==> src/rtl/axi4_operand_master_if.sv <==
// AXI4 channel bundle between the operand master and the interconnect.
// Parameters: ASZ address width, DSZ data beat width.
// Modports: master (drives AW/W/AR, bready/rready), slave (mirror).
interface axi4_operand_master_if #(
  parameter int unsigned ASZ = 2,
  parameter int unsigned DSZ = 8
);
  logic [ASZ-1:0] awaddr;
  logic [7:0]     awlen;
  logic           awvalid;
  logic           awready;
  logic [DSZ-1:0] wdata;
  logic           wvalid;
  logic           wlast;
  logic           wready;
  logic           bresp;
  logic           bvalid;
  logic           bready;
  logic [ASZ-1:0] araddr;
  logic [7:0]     arlen;
  logic           arvalid;
  logic           arready;
  logic [DSZ-1:0] rdata;
  logic           rvalid;
  logic           rlast;
  logic           rresp;
  logic           rready;

  modport master (
    output awaddr, awlen, awvalid, wdata, wvalid, wlast, bready,
           araddr, arlen, arvalid, rready,
    input  awready, wready, bresp, bvalid, arready, rdata, rvalid, rlast, rresp
  );

  modport slave (
    input  awaddr, awlen, awvalid, wdata, wvalid, wlast, bready,
           araddr, arlen, arvalid, rready,
    output awready, wready, bresp, bvalid, arready, rdata, rvalid, rlast, rresp
  );
endinterface

==> src/rtl/axi4_operand_master.sv <==
// AXI4 master: writes NOPS operands (one burst each, LS beat first), then
// reads back a RESW-bit result into res.
// Ports: clk, rst (sync, active high), start/busy handshake, ops (latched
// at start), res/res_valid/res_err, axi (master modport).
// Optional: define AXI4M_RESP_RETRY_EN to retry failed bursts up to 3 times;
// otherwise the first failed burst ends the sequence with res_err.
module axi4_operand_master #(
  parameter int unsigned OPW      = 32,
  parameter int unsigned NOPS     = 2,
  parameter int unsigned DSZ      = 8,
  parameter int unsigned ASZ      = 2,
  parameter int unsigned RESW     = 64,
  parameter int unsigned RES_ADDR = 2
) (
  input  logic                 clk,
  input  logic                 rst,
  input  logic                 start,
  input  logic [NOPS*OPW-1:0]  ops,
  output logic [RESW-1:0]      res,
  output logic                 res_valid,
  output logic                 res_err,
  output logic                 busy,
  axi4_operand_master_if.master axi
);

  localparam int unsigned WBEATS     = OPW / DSZ;
  localparam int unsigned RBEATS     = RESW / DSZ;
  localparam logic [7:0]  WLAST_BEAT = 8'(WBEATS - 1);
  localparam logic [7:0]  RLAST_BEAT = 8'(RBEATS - 1);

  typedef enum logic [2:0] {S_IDLE, S_AW, S_W, S_B, S_AR, S_R, S_DONE} state_t;

  state_t              state_q, state_d;
  logic [ASZ-1:0]      opidx_q, opidx_d;
  logic [7:0]          beat_q, beat_d;
  logic [NOPS*OPW-1:0] ops_q, ops_d;
  logic [RESW-1:0]     res_q, res_d;
  logic                res_valid_q, res_valid_d;
  logic                res_err_q, res_err_d;
  logic                busy_q, busy_d;
  logic                rerr_q, rerr_d;
  logic                awvalid_q, awvalid_d;
  logic                wvalid_q, wvalid_d;
  logic                wlast_q, wlast_d;
  logic                bready_q, bready_d;
  logic                arvalid_q, arvalid_d;
  logic                rready_q, rready_d;
  logic [ASZ-1:0]      awaddr_q, awaddr_d;
  logic [ASZ-1:0]      araddr_q, araddr_d;
  logic [DSZ-1:0]      wdata_q, wdata_d;
`ifdef AXI4M_RESP_RETRY_EN
  localparam logic [3:0] RETRY_MAX = 4'd3;
  logic [3:0]          retry_q, retry_d;
`endif

  logic [7:0]          nbeat;
  logic [31:0]         wsh;
  logic [31:0]         rsh;
  logic [DSZ-1:0]      wbeat;
  logic                last_rbeat;
  logic                rerr_now;

  // Next-state and next-output logic
  always_comb begin
    state_d     = state_q;
    opidx_d     = opidx_q;
    beat_d      = beat_q;
    ops_d       = ops_q;
    res_d       = res_q;
    res_valid_d = res_valid_q;
    res_err_d   = res_err_q;
    busy_d      = busy_q;
    rerr_d      = rerr_q;
    awvalid_d   = awvalid_q;
    wvalid_d    = wvalid_q;
    wlast_d     = wlast_q;
    bready_d    = bready_q;
    arvalid_d   = arvalid_q;
    rready_d    = rready_q;
    awaddr_d    = awaddr_q;
    araddr_d    = araddr_q;
    wdata_d     = wdata_q;
`ifdef AXI4M_RESP_RETRY_EN
    retry_d     = retry_q;
`endif

    // Index of the write beat presented next (0 when entering W)
    nbeat = 8'd0;
    if (state_q == S_W && beat_q != WLAST_BEAT) nbeat = beat_q + 8'd1;
    wsh        = 32'(opidx_q) * OPW + 32'(nbeat) * DSZ;
    wbeat      = DSZ'(ops_q >> wsh);
    rsh        = 32'(beat_q) * DSZ;
    last_rbeat = (beat_q == RLAST_BEAT);
    // rlast must coincide exactly with the final expected beat
    rerr_now   = rerr_q | ~axi.rresp | (axi.rlast ^ last_rbeat);

    case (state_q)
      S_IDLE, S_DONE: begin
        state_d = S_IDLE;
        if (start) begin
          state_d     = S_AW;
          ops_d       = ops;
          res_valid_d = 1'b0;
          res_err_d   = 1'b0;
          busy_d      = 1'b1;
          opidx_d     = '0;
          awaddr_d    = '0;
          awvalid_d   = 1'b1;
`ifdef AXI4M_RESP_RETRY_EN
          retry_d     = '0;
`endif
        end
      end
      S_AW: begin
        if (axi.awready) begin
          state_d   = S_W;
          awvalid_d = 1'b0;
          wvalid_d  = 1'b1;
          beat_d    = 8'd0;
          wdata_d   = wbeat;
          wlast_d   = (WLAST_BEAT == 8'd0);
        end
      end
      S_W: begin
        if (axi.wready) begin
          if (wlast_q) begin
            state_d  = S_B;
            wvalid_d = 1'b0;
            wlast_d  = 1'b0;
            bready_d = 1'b1;
          end else begin
            beat_d  = nbeat;
            wdata_d = wbeat;
            wlast_d = (nbeat == WLAST_BEAT);
          end
        end
      end
      S_B: begin
        if (axi.bvalid) begin
          bready_d = 1'b0;
          if (axi.bresp) begin
`ifdef AXI4M_RESP_RETRY_EN
            retry_d = '0;
`endif
            if (opidx_q == ASZ'(NOPS - 1)) begin
              state_d   = S_AR;
              arvalid_d = 1'b1;
              araddr_d  = ASZ'(RES_ADDR);
            end else begin
              state_d   = S_AW;
              opidx_d   = opidx_q + ASZ'(1);
              awaddr_d  = opidx_q + ASZ'(1);
              awvalid_d = 1'b1;
            end
          end else begin
`ifdef AXI4M_RESP_RETRY_EN
            if (retry_q == RETRY_MAX) begin
              state_d     = S_DONE;
              busy_d      = 1'b0;
              res_valid_d = 1'b1;
              res_err_d   = 1'b1;
            end else begin
              // Same operand again from beat 0
              retry_d   = retry_q + 4'd1;
              state_d   = S_AW;
              awvalid_d = 1'b1;
            end
`else
            state_d     = S_DONE;
            busy_d      = 1'b0;
            res_valid_d = 1'b1;
            res_err_d   = 1'b1;
`endif
          end
        end
      end
      S_AR: begin
        if (axi.arready) begin
          state_d   = S_R;
          arvalid_d = 1'b0;
          rready_d  = 1'b1;
          beat_d    = 8'd0;
          rerr_d    = 1'b0;
        end
      end
      S_R: begin
        if (axi.rvalid) begin
          res_d = (res_q & ~(RESW'({DSZ{1'b1}}) << rsh)) | (RESW'(axi.rdata) << rsh);
          if (axi.rlast || last_rbeat) begin
            rready_d = 1'b0;
            if (!rerr_now) begin
              state_d     = S_DONE;
              busy_d      = 1'b0;
              res_valid_d = 1'b1;
              res_err_d   = 1'b0;
`ifdef AXI4M_RESP_RETRY_EN
              retry_d     = '0;
`endif
            end else begin
`ifdef AXI4M_RESP_RETRY_EN
              if (retry_q == RETRY_MAX) begin
                state_d     = S_DONE;
                busy_d      = 1'b0;
                res_valid_d = 1'b1;
                res_err_d   = 1'b1;
              end else begin
                retry_d   = retry_q + 4'd1;
                state_d   = S_AR;
                arvalid_d = 1'b1;
              end
`else
              state_d     = S_DONE;
              busy_d      = 1'b0;
              res_valid_d = 1'b1;
              res_err_d   = 1'b1;
`endif
            end
          end else begin
            beat_d = beat_q + 8'd1;
            rerr_d = rerr_now;
          end
        end
      end
      default: state_d = S_IDLE;
    endcase
  end

  // State and output registers; reset aborts any burst in flight
  always_ff @(posedge clk) begin
    if (rst) begin
      state_q     <= S_IDLE;
      opidx_q     <= '0;
      beat_q      <= '0;
      ops_q       <= '0;
      res_q       <= '0;
      res_valid_q <= 1'b0;
      res_err_q   <= 1'b0;
      busy_q      <= 1'b0;
      rerr_q      <= 1'b0;
      awvalid_q   <= 1'b0;
      wvalid_q    <= 1'b0;
      wlast_q     <= 1'b0;
      bready_q    <= 1'b0;
      arvalid_q   <= 1'b0;
      rready_q    <= 1'b0;
      awaddr_q    <= '0;
      araddr_q    <= '0;
      wdata_q     <= '0;
`ifdef AXI4M_RESP_RETRY_EN
      retry_q     <= '0;
`endif
    end else begin
      state_q     <= state_d;
      opidx_q     <= opidx_d;
      beat_q      <= beat_d;
      ops_q       <= ops_d;
      res_q       <= res_d;
      res_valid_q <= res_valid_d;
      res_err_q   <= res_err_d;
      busy_q      <= busy_d;
      rerr_q      <= rerr_d;
      awvalid_q   <= awvalid_d;
      wvalid_q    <= wvalid_d;
      wlast_q     <= wlast_d;
      bready_q    <= bready_d;
      arvalid_q   <= arvalid_d;
      rready_q    <= rready_d;
      awaddr_q    <= awaddr_d;
      araddr_q    <= araddr_d;
      wdata_q     <= wdata_d;
`ifdef AXI4M_RESP_RETRY_EN
      retry_q     <= retry_d;
`endif
    end
  end

  assign res         = res_q;
  assign res_valid   = res_valid_q;
  assign res_err     = res_err_q;
  assign busy        = busy_q;
  assign axi.awaddr  = awaddr_q;
  assign axi.awlen   = 8'(WBEATS - 1);
  assign axi.awvalid = awvalid_q;
  assign axi.wdata   = wdata_q;
  assign axi.wvalid  = wvalid_q;
  assign axi.wlast   = wlast_q;
  assign axi.bready  = bready_q;
  assign axi.araddr  = araddr_q;
  assign axi.arlen   = 8'(RBEATS - 1);
  assign axi.arvalid = arvalid_q;
  assign axi.rready  = rready_q;

endmodule

==> src/flat_wrapper.sv <==
// flat-port wrapper written by rule: the top's interface ports become plain ports
module axi4_operand_master_flat 
#(
  parameter int unsigned OPW      = 32,
  parameter int unsigned NOPS     = 2,
  parameter int unsigned DSZ      = 8,
  parameter int unsigned ASZ      = 2,
  parameter int unsigned RESW     = 64,
  parameter int unsigned RES_ADDR = 2
)
  (clk, rst, start, ops, res, res_valid, res_err, busy, axi_awaddr, axi_awlen, axi_awvalid, axi_wdata, axi_wvalid, axi_wlast, axi_bready, axi_araddr, axi_arlen, axi_arvalid, axi_rready, axi_awready, axi_wready, axi_bresp, axi_bvalid, axi_arready, axi_rdata, axi_rvalid, axi_rlast, axi_rresp);
  axi4_operand_master_if #(.ASZ(ASZ), .DSZ(DSZ)) axi_i ();
  input  logic clk;
  input  logic rst;
  input  logic start;
  input  logic [NOPS*OPW-1:0] ops;
  output logic [RESW-1:0] res;
  output logic res_valid;
  output logic res_err;
  output logic busy;
  output wire logic [$bits(axi_i.awaddr)-1:0] axi_awaddr;
  output wire logic [$bits(axi_i.awlen)-1:0] axi_awlen;
  output wire logic [$bits(axi_i.awvalid)-1:0] axi_awvalid;
  output wire logic [$bits(axi_i.wdata)-1:0] axi_wdata;
  output wire logic [$bits(axi_i.wvalid)-1:0] axi_wvalid;
  output wire logic [$bits(axi_i.wlast)-1:0] axi_wlast;
  output wire logic [$bits(axi_i.bready)-1:0] axi_bready;
  output wire logic [$bits(axi_i.araddr)-1:0] axi_araddr;
  output wire logic [$bits(axi_i.arlen)-1:0] axi_arlen;
  output wire logic [$bits(axi_i.arvalid)-1:0] axi_arvalid;
  output wire logic [$bits(axi_i.rready)-1:0] axi_rready;
  input wire logic [$bits(axi_i.awready)-1:0] axi_awready;
  input wire logic [$bits(axi_i.wready)-1:0] axi_wready;
  input wire logic [$bits(axi_i.bresp)-1:0] axi_bresp;
  input wire logic [$bits(axi_i.bvalid)-1:0] axi_bvalid;
  input wire logic [$bits(axi_i.arready)-1:0] axi_arready;
  input wire logic [$bits(axi_i.rdata)-1:0] axi_rdata;
  input wire logic [$bits(axi_i.rvalid)-1:0] axi_rvalid;
  input wire logic [$bits(axi_i.rlast)-1:0] axi_rlast;
  input wire logic [$bits(axi_i.rresp)-1:0] axi_rresp;
  assign axi_awaddr = axi_i.awaddr;
  assign axi_awlen = axi_i.awlen;
  assign axi_awvalid = axi_i.awvalid;
  assign axi_wdata = axi_i.wdata;
  assign axi_wvalid = axi_i.wvalid;
  assign axi_wlast = axi_i.wlast;
  assign axi_bready = axi_i.bready;
  assign axi_araddr = axi_i.araddr;
  assign axi_arlen = axi_i.arlen;
  assign axi_arvalid = axi_i.arvalid;
  assign axi_rready = axi_i.rready;
  assign axi_i.awready = axi_awready;
  assign axi_i.wready = axi_wready;
  assign axi_i.bresp = axi_bresp;
  assign axi_i.bvalid = axi_bvalid;
  assign axi_i.arready = axi_arready;
  assign axi_i.rdata = axi_rdata;
  assign axi_i.rvalid = axi_rvalid;
  assign axi_i.rlast = axi_rlast;
  assign axi_i.rresp = axi_rresp;
  axi4_operand_master #(.OPW(OPW), .NOPS(NOPS), .DSZ(DSZ), .ASZ(ASZ), .RESW(RESW), .RES_ADDR(RES_ADDR)) u_core (.clk(clk), .rst(rst), .start(start), .ops(ops), .res(res), .res_valid(res_valid), .res_err(res_err), .busy(busy), .axi(axi_i));
endmodule
==> config.mk <==
export PLATFORM = sky130hd
export DESIGN_NAME = axi4_operand_master_flat
export DESIGN_NICKNAME = d
export VERILOG_FILES = /design/src/rtl/axi4_operand_master_if.sv /design/src/rtl/axi4_operand_master.sv /design/src/flat_wrapper.sv
export SDC_FILE = /design/constraint.sdc
export NUM_CORES = 1
export LEC_CHECK = 0
export CAP_MARGIN = 40
export CORE_MARGIN = 3
export CORE_UTILIZATION = 43
export DETAILED_ROUTE_END_ITERATION = 8
export GPL_TIMING_DRIVEN = 0
export PLACE_DENSITY = 0.76
export SETUP_SLACK_MARGIN = 0.5
export SLEW_MARGIN = 20
export SYNTH_ARGS = -nofsm -noshare
export SYNTH_HDL_FRONTEND = slang
export SYNTH_SLANG_ARGS = --single-unit
export TNS_END_PERCENT = 50
==> constraint.sdc <==
create_clock -name clk -period 5.8 [get_ports clk]
set_input_delay 0.87 -clock clk [delete_from_list [all_inputs] [get_ports clk]]
set_output_delay 0.87 -clock clk [all_outputs]
set_load 0.02 [all_outputs]
# Yosys cells after proc, flatten, opt, wreduce, memory -nomap -nowiden
# Index checks and enable logic that the tools add are counted.
dict set report classes {
  addsub 3
  bitwise_logic 7
  muxes 70
  n_eq_ne 24
  reduce_logical 27
  shifts 3
}
# operator n
set op_table {}
lappend op_table {{2-to-1 mux 8 bit} 10}
lappend op_table {{AND 64 bit} 1}
lappend op_table {{NOT 64 bit} 1}
lappend op_table {{OR 64 bit} 1}
lappend op_table {{<< shifter 8 x 11 -> 64 bit} 1}
lappend op_table {{<< shifter 8 x 11 -> 64 bit, first input constant} 1}
lappend op_table {{right shift 64 x 32 -> 8 bit} 1}
lappend op_table {{2-to-1 mux 1 bit} 33}
lappend op_table {{case mux 8 bit (4 select lines)} 1}
lappend op_table {{2-to-1 mux 3 bit} 9}
lappend op_table {{AND reduction 4 bit} 6}
lappend op_table {{inequality test 2 bit, second input constant} 11}
lappend op_table {{case mux 3 bit (6 select lines)} 1}
lappend op_table {{case mux 8 bit (2 select lines)} 1}
lappend op_table {{AND reduction 7 bit} 2}
lappend op_table {{adder 7 x 11 -> 12 bit} 1}
lappend op_table {{case mux 1 bit (2 select lines)} 6}
lappend op_table {{case mux 1 bit (3 select lines)} 4}
lappend op_table {{AND reduction 6 bit} 2}
lappend op_table {{AND reduction 5 bit} 2}
lappend op_table {{nonzero test 2 bit} 5}
lappend op_table {{== test 3 bit, second input constant} 3}
lappend op_table {{adder 8 x 1 -> 8 bit, second input constant} 1}
lappend op_table {{== test 8 x 2 -> 1 bit, second input constant} 1}
lappend op_table {{other kinds (20)} 29}
dict set report totals {
  output_inout_bits 101
  elab_cells 151
  reg_bits 160
  inputBits 83
}

# Depth between registers and ports, before layout
dict set report depth {
  word_depth 8
  depth_mapped 12
}

# Least setup slack after synthesis
# No wires, ideal clock.
dict set report synth_path {
  kind {flip-flop to flip-flop}
  from {reg u_core.beat_q[0]}
  to {reg u_core.wdata_q[6], in the netlist u_core.axi.wdata[6]}
  n_path_buf 0
  arrival_ns 2.707
  stages_incl_launch_ff 11
  period_less_slack_ns 2.777
  setup_ns 0.070
  setup_slack_ns 3.023
  path_cell_list {dfxtp_1 -> ha_1 -> or3b_2 -> o21ai_2 -> nor2_1 -> ha_1 -> fa_1 -> nor2b_1 -> o21ai_0 -> a211o_1 -> a21oi_1}
}
dict set report synth_between {
  elab_chain_cells 8
}
# item line
set synth_rtl {}
lappend synth_rtl {{start, declared} axi4_operand_master.sv:35} ;# logic [7:0] beat_q, beat_d;
lappend synth_rtl {{start signal, assigned} axi4_operand_master.sv:255} ;# beat_q <= beat_d;
lappend synth_rtl {{parallel branches: the longest is 2 deep, another holds adder 8 x 1 -> 8 bit} -}
lappend synth_rtl {{2-to-1 mux 8 bit *} axi4_operand_master.sv:89} ;# if (state_q == S_W && beat_q != WLAST_BEAT) nbeat = beat_q + 8'd1;
lappend synth_rtl {{adder 7 x 11 -> 12 bit *} axi4_operand_master.sv:90} ;# wsh = 32'(opidx_q) * OPW + 32'(nbeat) * DSZ;
lappend synth_rtl {{right shift 64 x 32 -> 8 bit *} axi4_operand_master.sv:91} ;# wbeat = DSZ'(ops_q >> wsh);
lappend synth_rtl {{2-to-1 mux 8 bit} axi4_operand_master.sv:126} ;# if (wlast_q) begin
lappend synth_rtl {{2-to-1 mux 8 bit} axi4_operand_master.sv:125} ;# if (axi.wready) begin
lappend synth_rtl {{case mux 8 bit (2 select lines) *} axi4_operand_master.sv:97} ;# case (state_q)
lappend synth_rtl {{end signal, assigned} axi4_operand_master.sv:270} ;# wdata_q <= wdata_d;
lappend synth_rtl {{end, declared} axi4_operand_master.sv:50} ;# logic [DSZ-1:0] wdata_q, wdata_d;
# Mark *: on every way between the ends. The select of a mux whose other input is x is not followed.
# A chain may end at the register's enable or synchronous reset.

# Final worst setup path
dict set report layout_path {
  from {reg u_core.beat_q[0]}
  to {reg u_core.wdata_q[2], in the netlist u_core.axi.wdata[2]}
}
# The elaborated chain is that of the path after synthesis.

==> results_tabular.tex <==
\begin{tabular}{lr}
\hline
Metric & Value \\
\hline
\multicolumn{2}{l}{\textbf{Outcome}} \\
\quad Result of the run & complete, no violations \\
\multicolumn{2}{l}{\textbf{Yosys}} \\
\quad Sequential cell area fraction in the yosys report & 0.458 \\
\quad Ranking of synthesized cells by area & dfxtp\_1, mux2i\_1, nand2\_1 \\
\quad Cells after synthesis & 818 \\
\quad Leading area contributor after synthesis & dfxtp\_1 \\
\quad Post-Synthesis Cell Area & 6990 sq um \\
\quad Seq cells post-synth & 160 \\
\quad Number of distinct library cells after synthesis & 58 \\
\quad Post-synthesis async set-or-reset flop share & 0 \\
\quad Syn\_area\_per\_cell & 8.55 sq um \\
\quad Post-synth EDFFs & 0 \\
\quad Fraction of synthesized cell area taken by the top area cell type & 0.458 \\
\quad Count of yosys warnings during synthesis & 0 \\
\quad Synth Flop Type & dfxtp\_1 \\
\multicolumn{2}{l}{\textbf{GRT}} \\
\quad Global-route wire length before repair & 31800 um \\
\quad Pin count of the biggest net entering global routing & 18 \\
\quad Remaining Overflow, GRT & 0 \\
\quad Initial antenna violation count & 0 \\
\quad Overall Global Routing Usage & 0.223 \\
\quad Vias in the first global route & 6078 \\
\multicolumn{2}{l}{\textbf{Floorplan}} \\
\quad Vertical extent of the die & 134 um \\
\quad Starting utilization of the core area & 0.450 \\
\quad Overall die width & 134 um \\
\quad Core Box Area & 15500 sq um \\
\quad Area enclosed by the die boundary & 17800 sq um \\
\quad Number of core rows & 45 \\
\quad \# IOs & 184 \\
\multicolumn{2}{l}{\textbf{STA}} \\
\quad Slew Limit Headroom & 0.533 \\
\quad Final worst path period need & 3330 ps \\
\quad Final Hold Viols & 0 \\
\quad Total negative setup slack & 0 ps \\
\quad Final period utilization & 0.575 \\
\quad Number of pins exceeding their max-slew limit in the final report & 0 \\
\quad Worst slew pin tran & 699 ps \\
\quad Fin Clk Skew & 7.30 ps \\
\quad Final setup violation count & 0 \\
\quad RSZ-0062 raised after global routing & false \\
\quad Timing-limited maximum frequency & 0.300 GHz \\
\multicolumn{2}{l}{\textbf{Clock tree}} \\
\quad Buffers from clock root to sink, at most & 2 \\
\quad Post\_cts resized & 0 \\
\quad Root buffer selected by CTS & clkbuf\_16 \\
\quad Post-CTS setup repair buffer count & 0 \\
\quad Num Clock Sinks & 160 \\
\quad H-tree depth & 4 \\
\quad Clock buffers created by TritonCTS & 17 \\
\quad Clock transition at path regs & 70 ps \\
\quad Hold-fix buffer count after cts & 0 \\
\quad Clock latency at the later pin of the worst-skew pair & 430 ps \\
\quad Clock tree from TritonCTS & done \\
\multicolumn{2}{l}{\textbf{Layout}} \\
\quad Diodes inserted & 0 \\
\quad Area delta synth->final & 35.2\% \\
\quad Post-layout net count & 1098 \\
\quad Share of final-layout standard cells stronger than drive strength 1 & 0.0773 \\
\quad Total non-filler cell area in the finished layout & 9450 sq um \\
\quad Leading cell types in the layout, fill and taps excluded & dfxtp\_1, nand2\_1, clkdlybuf4s50\_1 \\
\quad Most common cell after layout, fill and taps aside & dfxtp\_1 \\
\multicolumn{2}{l}{\textbf{Detailed routing}} \\
\quad DRT iter0 DRCs & 420 \\
\quad WL/cell & 16.2 um \\
\quad Post-route DRC & 0 \\
\quad Wire length after detailed routing & 20000 um \\
\quad Number of routed nets with antenna violations & 0 \\
\quad Total via count after detailed routing & 6292 \\
\quad Number of vias per cell after detailed routing & 5.10 \\
\quad 1st-pass router iterations & 7 \\
\multicolumn{2}{l}{\textbf{Power and ir drop}} \\
\quad PwrDens & 327 nW/um\^{}2 \\
\quad Max rail drop VDD & 0.000224 V \\
\quad Leakage & 3.64 nW \\
\multicolumn{2}{l}{\textbf{Critical path}} \\
\quad Required time reported for the critical path endpoint & 6110 ps \\
\quad CP Data Arrival Time & 3640 ps \\
\quad Largest fanout of any net on the critical path & 10 \\
\quad Crit path capture type & flop \\
\quad Category of the worst setup path launch point & flop \\
\quad Reg2reg setup slack & 2470 ps \\
\quad Path type of the worst setup path & reg2reg \\
\multicolumn{2}{l}{\textbf{Placement}} \\
\quad Half-perimeter wire length of the detailed placement result & 14300 um \\
\quad Placed standard-cell area & 8880 sq um \\
\quad Final GP Congestion & 0.859 \\
\quad Number of buffer cells added on primary ports & 157 \\
\multicolumn{2}{l}{\textbf{Hold path}} \\
\quad Type of the tightest min-delay check & reg2reg \\
\multicolumn{2}{l}{\textbf{Run}} \\
\quad Count of max-cap constraint violations & 0 \\
\hline
\end{tabular}
[critical path, cell delays in order (launching register included)]
cell and delay, ps:
dfxtp_1 450, ha_1 340, or3b_2 520, o21ai_2 230, nor2_1 90, ha_1 270, clkbuf_1 470, mux4_2 400
inv_1 110, o22ai_1 100, o21bai_1 170, a21oi_1 60
[flip-flops by register name, summed over array words and instances, names as in the netlist]
name / count
u_core.axi.araddr: 1
u_core.axi.arvalid: 1
u_core.axi.awaddr: 2
u_core.axi.awvalid: 1
u_core.axi.bready: 1
u_core.axi.rready: 1
u_core.axi.wdata: 8
u_core.axi.wlast: 1
u_core.axi.wvalid: 1
u_core.beat_q: 8
u_core.busy: 1
u_core.ops_q: 64
u_core.rerr_q: 1
u_core.res: 64
u_core.res_err: 1
u_core.res_valid: 1
u_core.state_q: 3
[cell usage after synthesis (3+ instances only)]
| cell | count |
|---|---|
| a21oi_1 | 94 |
| a31oi_1 | 4 |
| and3_1 | 4 |
| buf_1 | 4 |
| buf_2 | 5 |
| buf_4 | 19 |
| clkbuf_1 | 44 |
| dfxtp_1 | 160 |
| ha_1 | 5 |
| inv_1 | 15 |
| mux2i_1 | 81 |
| mux4_2 | 8 |
| nand2_1 | 158 |
| nand2b_1 | 8 |
| nand3_1 | 9 |
| nand3b_1 | 4 |
| nor2_1 | 92 |
| nor2b_1 | 10 |
| nor3_1 | 8 |
| nor3b_1 | 3 |
| o21ai_0 | 13 |
| o21ai_1 | 6 |
| o21bai_1 | 8 |
| o22ai_1 | 10 |
[where the power goes]
part	switching (mW)	internal (mW)
sequential	0.0577	1.20
clock	0.513	0.569
combinational	0.459	0.292
total	1.03	2.06
[cell type report]
cell class,instances,area (sq um)
timing repair buffer,157,1570
multi-input combinational,582,3400
fill,1375,6090
sequential,160,3200
clock buffer,17,425
clock inverter,15,145
tap,211,264
buffer,76,390
inverter,15,56.3
[final timing paths]
path	start	end	cells past startpoint
hold reg to reg	u_core.axi.araddr[1]	u_core.axi.araddr[1]	2
setup reg to reg	u_core.beat_q[0]	u_core.axi.wdata[2]	11
setup / recovery	u_core.beat_q[0]	u_core.axi.wdata[2]	11
hold / removal	u_core.axi.araddr[1]	u_core.axi.araddr[1]	2
[cells by family (layout without fill, tap and decap cells)]
| logic type | after synthesis | after routing | share of synthesized area |
|---|---|---|---|
| buf+inv | 91 | 280 | 0.0639 |
| fa+ha+maj | 6 | 6 | 0.0118 |
| compound gates | 153 | 153 | 0.124 |
| flops | 160 | 160 | 0.458 |
| simple gates | 314 | 314 | 0.196 |
| other cells | 2 | 17 | 0.00107 |
| xor+xnor | 3 | 3 | 0.00376 |
| mux | 89 | 89 | 0.142 |
[layer usage]
metal	vias to the layer above	wire, um	track usage
met5	-	0	0
met4	0	337	0.0611
met3	23	2120	0.0880
met2	256	8740	0.338
met1	2904	8770	0.296
li1	3109	-	-
[metrics by stage]
step	util	hold WS [ps]	setup WS, ps	power [mW]	std cells
final	0.608	443	2470	3.09	1233
after CTS	0.608	449	2500	3.10	1233
after detailed placement	0.572	440	2530	2.03	1201
after floorplan	-	433	3020	1.78	833
after global routing	0.608	467	2280	3.25	1233
after global placement	0.572	437	2540	2.02	1201
Power figures use the tool's default switching activity.
